**config.mk**
```make
export PLATFORM = sky130hd
export DESIGN_NAME = fir_block_accumulator
export DESIGN_NICKNAME = d
export VERILOG_FILES = /design/src/rtl/fir_block_accumulator.sv
export SDC_FILE = /design/constraint.sdc
export NUM_CORES = 1
export LEC_CHECK = 0
export ABC_AREA = 1
export CORE_MARGIN = 2
export CORE_UTILIZATION = 56
export DETAILED_ROUTE_END_ITERATION = 8
export PLACE_DENSITY = 0.88
export SYNTH_ARGS = -nofsm -noshare
export SYNTH_HDL_FRONTEND = slang
export SYNTH_SLANG_ARGS = --single-unit
export TNS_END_PERCENT = 5
```
**constraint.sdc**
```tcl
create_clock -name clk -period 2.35 [get_ports clk]
set_input_delay 0.235 -clock clk [delete_from_list [all_inputs] [get_ports clk]]
set_output_delay 0.235 -clock clk [all_outputs]
set_load 0.05 [all_outputs]
```
**src/rtl/fir_block_accumulator.sv**
```systemverilog
// fir_block_accumulator
//   Sums fixed-length blocks of BLOCK_LEN valid FIR outputs and tracks the
//   per-block peak. Each block result is presented on a valid/ready port.
//   One completed block can be held while the output is stalled. Samples
//   that arrive while a block is held are dropped and set a sticky flag.
//
// Ports
//   clk        : clock, rising edge
//   rst_n      : asynchronous active-low reset
//   sum_in     : FIR final_sum sample (unsigned, SW bits)
//   sum_valid  : sum_in carries a valid sample this cycle
//   start      : begin (or restart) accumulation; clears overrun
//   abort      : discard the partial block and return to IDLE
//   out_sum    : block sum (AW bits)
//   out_max    : largest sample in the block
//   out_valid  : out_sum/out_max hold an unconsumed result
//   out_ready  : consumer accepts the result
//   busy       : state is not IDLE
//   overrun    : sticky, at least one valid sample was dropped
module fir_block_accumulator #(
  parameter int WIDTH     = 4,
  parameter int BLOCK_LEN = 8,
  parameter int SW        = 2*WIDTH+2,
  parameter int AW        = SW + $clog2(BLOCK_LEN)
) (
  input  logic          clk,
  input  logic          rst_n,
  input  logic [SW-1:0] sum_in,
  input  logic          sum_valid,
  input  logic          start,
  input  logic          abort,
  output logic [AW-1:0] out_sum,
  output logic [SW-1:0] out_max,
  output logic          out_valid,
  input  logic          out_ready,
  output logic          busy,
  output logic          overrun
);
  localparam int CW = $clog2(BLOCK_LEN);

  typedef enum logic [1:0] {IDLE, ACCUM, HOLD} state_t;

  state_t          state_q, state_d;
  logic [AW-1:0]   acc_q, acc_d;
  logic [SW-1:0]   peak_q, peak_d;
  logic [CW-1:0]   cnt_q, cnt_d;
  logic [AW-1:0]   osum_q, osum_d;
  logic [SW-1:0]   omax_q, omax_d;
  logic            ovld_q, ovld_d;
  logic            ovr_q, ovr_d;

  logic [AW-1:0]   acc_nx;
  logic [SW-1:0]   peak_nx;
  logic            out_free;
  logic            last;

  assign acc_nx   = acc_q + AW'(sum_in);
  // Strict compare: a tie leaves the peak unchanged.
  assign peak_nx  = (sum_in > peak_q) ? sum_in : peak_q;
  // The output register can take a new result if empty or being drained now.
  assign out_free = !ovld_q || out_ready;
  assign last     = (cnt_q == CW'(BLOCK_LEN-1));

  always_ff @(posedge clk or negedge rst_n) begin
    if (!rst_n) begin
      state_q <= IDLE;
      acc_q   <= '0;
      peak_q  <= '0;
      cnt_q   <= '0;
      osum_q  <= '0;
      omax_q  <= '0;
      ovld_q  <= 1'b0;
      ovr_q   <= 1'b0;
    end else begin
      state_q <= state_d;
      acc_q   <= acc_d;
      peak_q  <= peak_d;
      cnt_q   <= cnt_d;
      osum_q  <= osum_d;
      omax_q  <= omax_d;
      ovld_q  <= ovld_d;
      ovr_q   <= ovr_d;
    end
  end

  always_comb begin
    state_d = state_q;
    acc_d   = acc_q;
    peak_d  = peak_q;
    cnt_d   = cnt_q;
    osum_d  = osum_q;
    omax_d  = omax_q;
    ovr_d   = ovr_q;
    // Handshake drains the output; a load below may refill it on the same edge.
    ovld_d  = ovld_q && !out_ready;

    if (abort) begin
      state_d = IDLE;
      acc_d   = '0;
      peak_d  = '0;
      cnt_d   = '0;
    end else if (start) begin
      state_d = ACCUM;
      acc_d   = '0;
      peak_d  = '0;
      cnt_d   = '0;
      ovr_d   = 1'b0;
    end else begin
      unique case (state_q)
        ACCUM: begin
          if (sum_valid) begin
            if (!last) begin
              acc_d  = acc_nx;
              peak_d = peak_nx;
              cnt_d  = cnt_q + CW'(1);
            end else if (out_free) begin
              osum_d = acc_nx;
              omax_d = peak_nx;
              ovld_d = 1'b1;
              acc_d  = '0;
              peak_d = '0;
              cnt_d  = '0;
            end else begin
              // Park the finished block until the consumer frees the port.
              acc_d   = acc_nx;
              peak_d  = peak_nx;
              state_d = HOLD;
            end
          end
        end
        HOLD: begin
          // Nothing is captured while holding, including on the release cycle.
          if (sum_valid) ovr_d = 1'b1;
          if (out_ready) begin
            osum_d  = acc_q;
            omax_d  = peak_q;
            ovld_d  = 1'b1;
            acc_d   = '0;
            peak_d  = '0;
            cnt_d   = '0;
            state_d = ACCUM;
          end
        end
        default: ;
      endcase
    end
  end

  assign out_sum   = osum_q;
  assign out_max   = omax_q;
  assign out_valid = ovld_q;
  assign overrun   = ovr_q;
  assign busy      = (state_q != IDLE);

endmodule
```
==> flow_summary.rst <==
.. list-table::
   :header-rows: 1

   * - Metric
     - Value
   * - Outcome
     - completed
   * - Number of nets in the finished design
     - between 500 and 600
   * - Slew Limit Headroom
     - approximately three fifths
   * - Unrepaired setup endpoints after global routing
     - no
   * - Most Frequent Cell on Critical Path
     - inv_1
   * - Number of antenna violations at the first check in global routing
     - 0
   * - Number of inserted diodes
     - 0
   * - Total power
     - approximately 4.2 mW
   * - Number of endpoints failing setup at the final stage
     - 0
   * - Element type at the critical path start
     - flip-flop
   * - Average wire per standard cell
     - 13.80 um
   * - Maximum number of pins on one net before global-route repair
     - 31
   * - Peak per-stage delay on the critical path
     - 0.78 ns
   * - Number of detailed-route iterations in the first pass
     - 5
   * - Total power divided by cell area
     - 1049 nW/um^2
   * - Commonest cells after routing, fill and taps aside
     - 102 x nand2_1, 59 x inv_1, 53 x a21oi_1, 53 x dfrtp_1, 44 x nor2_1
   * - Ordered list of cells on the worst path
     - inv_1 > ha_1 > inv_1 > clkdlybuf4s50_1
   * - Core area
     - 5851 sq um
   * - Area added between synthesis and finish
     - 18.45%
   * - Starting DRT DRC Count
     - 245
   * - Power spent charging and discharging nets
     - 1.951 mW
   * - Ratio of cells with drive above 1 in the final layout
     - 6.759%
   * - Post-Synthesis Net Count
     - 501
   * - Via total after detailed routing
     - 3178
   * - Most common cell after layout, fill and taps aside
     - nand2_1
   * - Sequential share of the synthesized area
     - 39.42%
   * - Gate Count Post-Synth
     - 459
   * - Wire length of the first global-routing pass
     - 13390 um
   * - Antenna viol nets, final
     - 0
   * - CP max-delay cell
     - clkdlybuf4s50_1
   * - Initial standard-cell utilization of the core
     - 57.51%
   * - Global-route total usage across every layer
     - between 20% and 30%
   * - Port bufs
     - between 40 and 50
   * - Hold/Removal Path Class
     - in -> async
   * - Synthesis-stage register bit count
     - 53
   * - Clock tree from TritonCTS
     - done
   * - Standby leakage power
     - 1.973 nW
   * - Post-detailed-placement half-perimeter wirelength
     - 5802 um
   * - Post-DR vias/cell
     - 5.498
   * - Time the worst path needs with I/O delays and setup
     - 2.080 ns
   * - DIE AREA
     - 6644 sq um
   * - Width of the chip
     - approximately 80 um
   * - Setup Buffers After CTS
     - 0
   * - Source-to-sink clock delay at the later pin of the worst-skew pair
     - 0.32 ns
   * - Maximum clock rate
     - approximately 480 MHz
   * - Total negative setup slack
     - 0 ns
   * - CTS H-tree lvls
     - 2
   * - Switching power as a share of total power
     - 46.66%
   * - Setup slack of the critical path after layout
     - 0.2703 ns
   * - Total congestion overflow
     - 0
   * - Number of clock sinks seen by CTS
     - 53
   * - Wire length the detailed router placed on met1
     - about 3400 um
   * - Clock-pin slew of the registers on the worst-case setup and hold paths
     - 0.10 ns
   * - Metal2 WL
     - 3960 um
   * - Synth warn
     - 0
   * - Part of the total power dissipated in combinational logic
     - 52.7%
   * - Maximum number of buffers from clock root to sink
     - 2
   * - Post-Route Skew
     - approximately 0.012 ns
   * - Weighted congestion reported at the end of routability-driven placement
     - ~0.94
   * - Clk pwr share
     - 15.7%
   * - CP max FO
     - 3
   * - Number of hold-slack violations in the final timing report
     - 0
   * - Top-level I/O count
     - 42
   * - Minimum setup slack after placement
     - 0.06844 ns
   * - Type of destination of the critical path
     - primary output
   * - Cts bufs inserted
     - 5
   * - Arrival time at the worst endpoint
     - 1.84 ns
   * - MaxCap Viol Count
     - 0
   * - Period Utilization, post-route
     - 88.50%
   * - Die Y-Extent
     - 81.51 um
   * - Uppermost metal layer occupied by signal nets
     - met4
   * - Sequential power share
     - 31.6%
   * - Number of slew-limit violations in the final report
     - 0
   * - Number of rows created at floorplan
     - 28
   * - Required time of the critical path
     - 2.12 ns
   * - Met3 wire length
     - 456 um
   * - Wirelength, routed
     - 7976 um
   * - Peak VDD IR
     - 0.6377 mV
   * - Class of the most critical setup path
     - reg -> out
   * - Number of global-route vias before repair
     - 3013
   * - Cell area after synthesis
     - 3364 sq um
   * - Total DRC errors in the routed layout
     - 0
   * - Cell at the root of the clock tree
     - clkbuf_8
   * - Internal power contribution
     - approximately 2.2 mW
   * - Worst-Margin Slew
     - 0.6002 ns
   * - Mapped Avg Cell Area
     - ~7.3 sq um
   * - Post-synthesis cell type count
     - 28
==> through the flow <==
stage	util, %	hold WS [ns]	std cells	cell area (sq um)
5_1_grt	68.11	0.5072	578	3985
3_5_place_dp	65.89	0.2830	569	3855
3_3_place_gp	65.89	0.2630	569	3855
2_1_floorplan	-	-0.06059	459	3364
4_1_cts	68.11	0.4726	578	3985
6_report	68.11	0.4489	578	3985
==> metal layers <==
metal  up-vias  GRT usage (%)
met5         -              0
li1       1583              -
met1      1456          33.03
met3        20          4.066
met4         0          7.458
met2       119          45.57
==> power groups by stage <==
| stage | clock network [mW] | logic, mW | registers [mW] |
|---|---|---|---|
| after floorplan | 0 | 0.777 | 2.05 |
| after global placement | 0 | 2.15 | 1.33 |
| after detailed placement | 0 | 2.19 | 1.34 |
| after CTS | 0.675 | 2.20 | 1.32 |
| after global routing | 0.704 | 2.38 | 1.36 |
| final | 0.655 | 2.20 | 1.32 |
==> layout make-up <==
type	count	area, sq um
multi-input cells	326	1703
clock buffers	6	82.58
well taps	75	93.84
clock inverters	2	37.54
flip-flops and latches	53	1326
fillers	476	1866
repair buffers	51	495.5
inverters	65	246.5
==> worst paths after layout <==
kind                       startpoint    endpoint  slack [ns]  cells past startpoint
setup / recovery           state_q[0]        busy        0.27                      4
hold / removal                  rst_n  out_max[9]        0.45                      2
setup reg to reg           state_q[1]  out_sum[0]        0.36                      8
hold reg to reg             peak_q[4]   peak_q[4]        0.53                      2
max in group asynchronous       rst_n  out_sum[0]        1.33                      3
min in group clk            peak_q[4]   peak_q[4]        0.53                      2
==> cells in the mapped netlist <==
cell type	n	share of area, %
nand2_1	102	11
inv_1	59	6.6
a21oi_1	53	7.9
dfrtp_1	53	39
nor2_1	44	4.9
nand3_1	43	6.4
ha_1	25	9.3
o21ai_0	23	3.4
o21ai_1	11	1.6
buf_2	7	1.0
nand4_1	6	1.1
inv_2	5	0.56
a31oi_1	3	0.56
clkbuf_1	3	0.33
o22ai_1	3	0.56
or2_2	3	0.56
buf_4	2	0.45
buf_6	2	0.67
nand2_2	2	0.37
nor2_2	2	0.37
a21oi_4	1	0.48
a2bb2oi_1	1	0.26
clkbuf_2	1	0.15
fa_1	1	0.60
inv_4	1	0.19
nand3_2	1	0.30
nor3_1	1	0.15
o211ai_2	1	0.37
==> flip-flops by register name, summed over array words and instances (netlist names) <==
register and flops:
out_sum 13, state_q 2, out_valid 1, cnt_q 3
overrun 1, peak_q 10, out_max 10, acc_q 13
==> timing repair <==
item,4_1_cts,5_1_grt
endpoints found under the hold margin,24,0
resized for setup,0,0
hold buffers,1,0
==> kinds of logic after synthesis <==
family / after synthesis / share of synthesized area (%)
flops: 53 / 39.42
compound gates: 96 / 15.17
simple gates: 204 / 25.55
buf+inv: 80 / 9.966
fa+ha+maj: 26 / 9.892
==> critical path, delay by kind of cell (launching register included) <==
family                     cells  cell delay (ns)
buffers and inverters          3             0.91
DFF                            1             0.41
adders and majority gates      1             0.21
No activity file was read; power rests on OpenSTA's default activity.
==> RTL edit, RTL diff (config.mk and constraints unchanged) <==
`WIDTH`: 4 -> 3.
--- a/src/rtl/fir_block_accumulator.sv
+++ b/src/rtl/fir_block_accumulator.sv
@@ -19,5 +19,5 @@
 //   overrun    : sticky, at least one valid sample was dropped
 module fir_block_accumulator #(
-  parameter int WIDTH     = 4,
+  parameter int WIDTH     = 3,
   parameter int BLOCK_LEN = 8,
   parameter int SW        = 2*WIDTH+2,
Ports: changed (resized out_max, out_sum and sum_in); port bits go from 42 to 36. The function was not compared with the original's and may differ.
==> RTL edit against the original RTL <==
  * Global-route usage fell by 0.96 points
  * Sequential cell count fell by 8
  * Via count fell by 20%
  * First-iteration DRC count fell by 53%
  * Worst setup slack improved by 0.059 ns
  * Routed wire length fell by 18%
  * Area after synthesis fell by 15%
  * Sequential share of layout area rose by 0.67 points
  * Utilization fell by 1.9 points
  * Design area fell by 17%
  * Power fell by 17%
  * Largest power group unchanged
==> RTL edit: results (changes against the original RTL) <==
Power
The net switching share of the total power is 0.475 (+0.00879). The standby leakage power is 1.60 nW (-19%). The power in the clock group is 0.483 mW (-26%).

The worst vdd rail ir drop came to 0.734 mV (+15%). The combinational cell power is 1.85 mW (-16%). The total power draw came to 3.46 mW (-17%).

Detailed routing
The violation count after the first detailed-routing iteration is 114 (-53%). The number of iterations in the first detailed-routing pass was 4 (-1). The mean number of vias per cell came to 5.38 (-2.1%). The total wire length is 6520 um (-18%).

Setup path
The number of cells on the worst reg-to-reg path is 11 (+3). The worst-case register-to-register setup slack is 0.40 ns (+0.04 ns). The reg-to-reg endpoint is acc_q[10]$_DFFE_PN0P_. The maximum fanout count along the critical path was 3 (unchanged). The startpoint of the worst setup timing path is state_q[0]$_DFFE_PN0P_. The arrival time at the worst endpoint was 1.79 ns (-0.05 ns).

The startpoint identified for the worst register-to-register timing path is acc_q[0]$_DFFE_PN0P_.

Placed design
The standard cell area after detailed placement is 0.00322 sq mm (-16%). The detailed placer's ending HPWL is 4700 um (-19%). The total placed cells including tap cells came to 463 (-19%).

The worst slack at placement was 0.131 ns (+0.0628 ns). The final estimated routing congestion in global placement was 0.960 (+2.4%). The count of buffers inserted at the top-level ports is 35 (-15%).

Finish
The count of placed standard cells in the final layout, fillers left out came to 471 (-19%). The final layout net count is 437 (-20%). The number of fill cells is 434 (-8.8%). The layout cell share with drive strength beyond 1 is 0.0923 (+0.0247).

Min path
In this run the worst hold path is classified as input pin to asynchronous set/reset pin.

Synthesis
Sorting the synthesized cells by how often they occur yields sky130_fd_sc_hd__nand2_1 (83), sky130_fd_sc_hd__dfrtp_1 (45), sky130_fd_sc_hd__a21oi_1 (43), sky130_fd_sc_hd__inv_1 (37), sky130_fd_sc_hd__nor2_1 (35). The async set or reset register ratio after synthesis is 1.00 (unchanged). The part of the Yosys area used for sequential elements is 0.393 (-0.00119). The net count of the mapped netlist came to 402 (-20%). The count of different cell masters after synthesis is 33 (+18%). The cell count after synthesis came to 366 (-20%). By area the synthesized netlist is led by sky130_fd_sc_hd__dfrtp_1 (39%), sky130_fd_sc_hd__nand2_1 (11%), sky130_fd_sc_hd__ha_1 (9.2%), sky130_fd_sc_hd__a21oi_1 (7.5%), sky130_fd_sc_hd__nand3_1 (5.6%).

Clock tree
The clock transition time at the flip-flop clock pins of the worst setup and hold paths came to 0.08 ns (-0.02 ns). The later-pin clock latency in the skew report is 0.30 ns (-0.02 ns).

Timing
The final hold slack is 0.462 ns (+0.0131 ns). The post-layout minimum cycle time is 2.02 ns (-0.0590 ns).

GRT
The maximum number of pins on one net before global-route repair was 27 (-13%). The global-route wire length before repair is 10900 um (-18%). The overall global routing resource usage is 0.250 (-0.00959).

Status
The flow ran to the end, and the final reports show no timing, DRC or antenna violations.
==> RTL edit: final cells by class <==
cell class | instances | area (sq um) | area share
multi-input cells | 268 | 1480 | 0.445
clock buffers | 7 | 86.3 | 0.0260
repair buffers | 38 | 370 | 0.112
well taps | 70 | 87.6 | 0.0264
flip-flops and latches | 45 | 1130 | 0.339
inverters | 43 | 169 | 0.0509
==> RTL edit: repair_timing <==
action                                 in CTS  in global routing
endpoints found under the hold margin      24                  0
hold buffers                                1                  0
resized for setup                           0                  0
buffers inserted                            0                  0
setup endpoints to repair                   0                  0
==> RTL edit: cells by family after synthesis <==
group | Yosys count | share of synthesized area
and+or+nand+nor | 163 | 0.248
AOI/OAI and AO/OA | 83 | 0.169
buffers and inverters | 53 | 0.0913
DFF | 45 | 0.393
adders and majority gates | 22 | 0.0987
==> RTL edit: layer usage <==
layer,GRT usage,vias up,part of all wire
li1,-,1278,-
met1,0.296,1186,0.43
met2,0.454,65,0.52
met3,0.0595,7,0.045
met4,0.0663,0,0.0094
met5,0,-,0
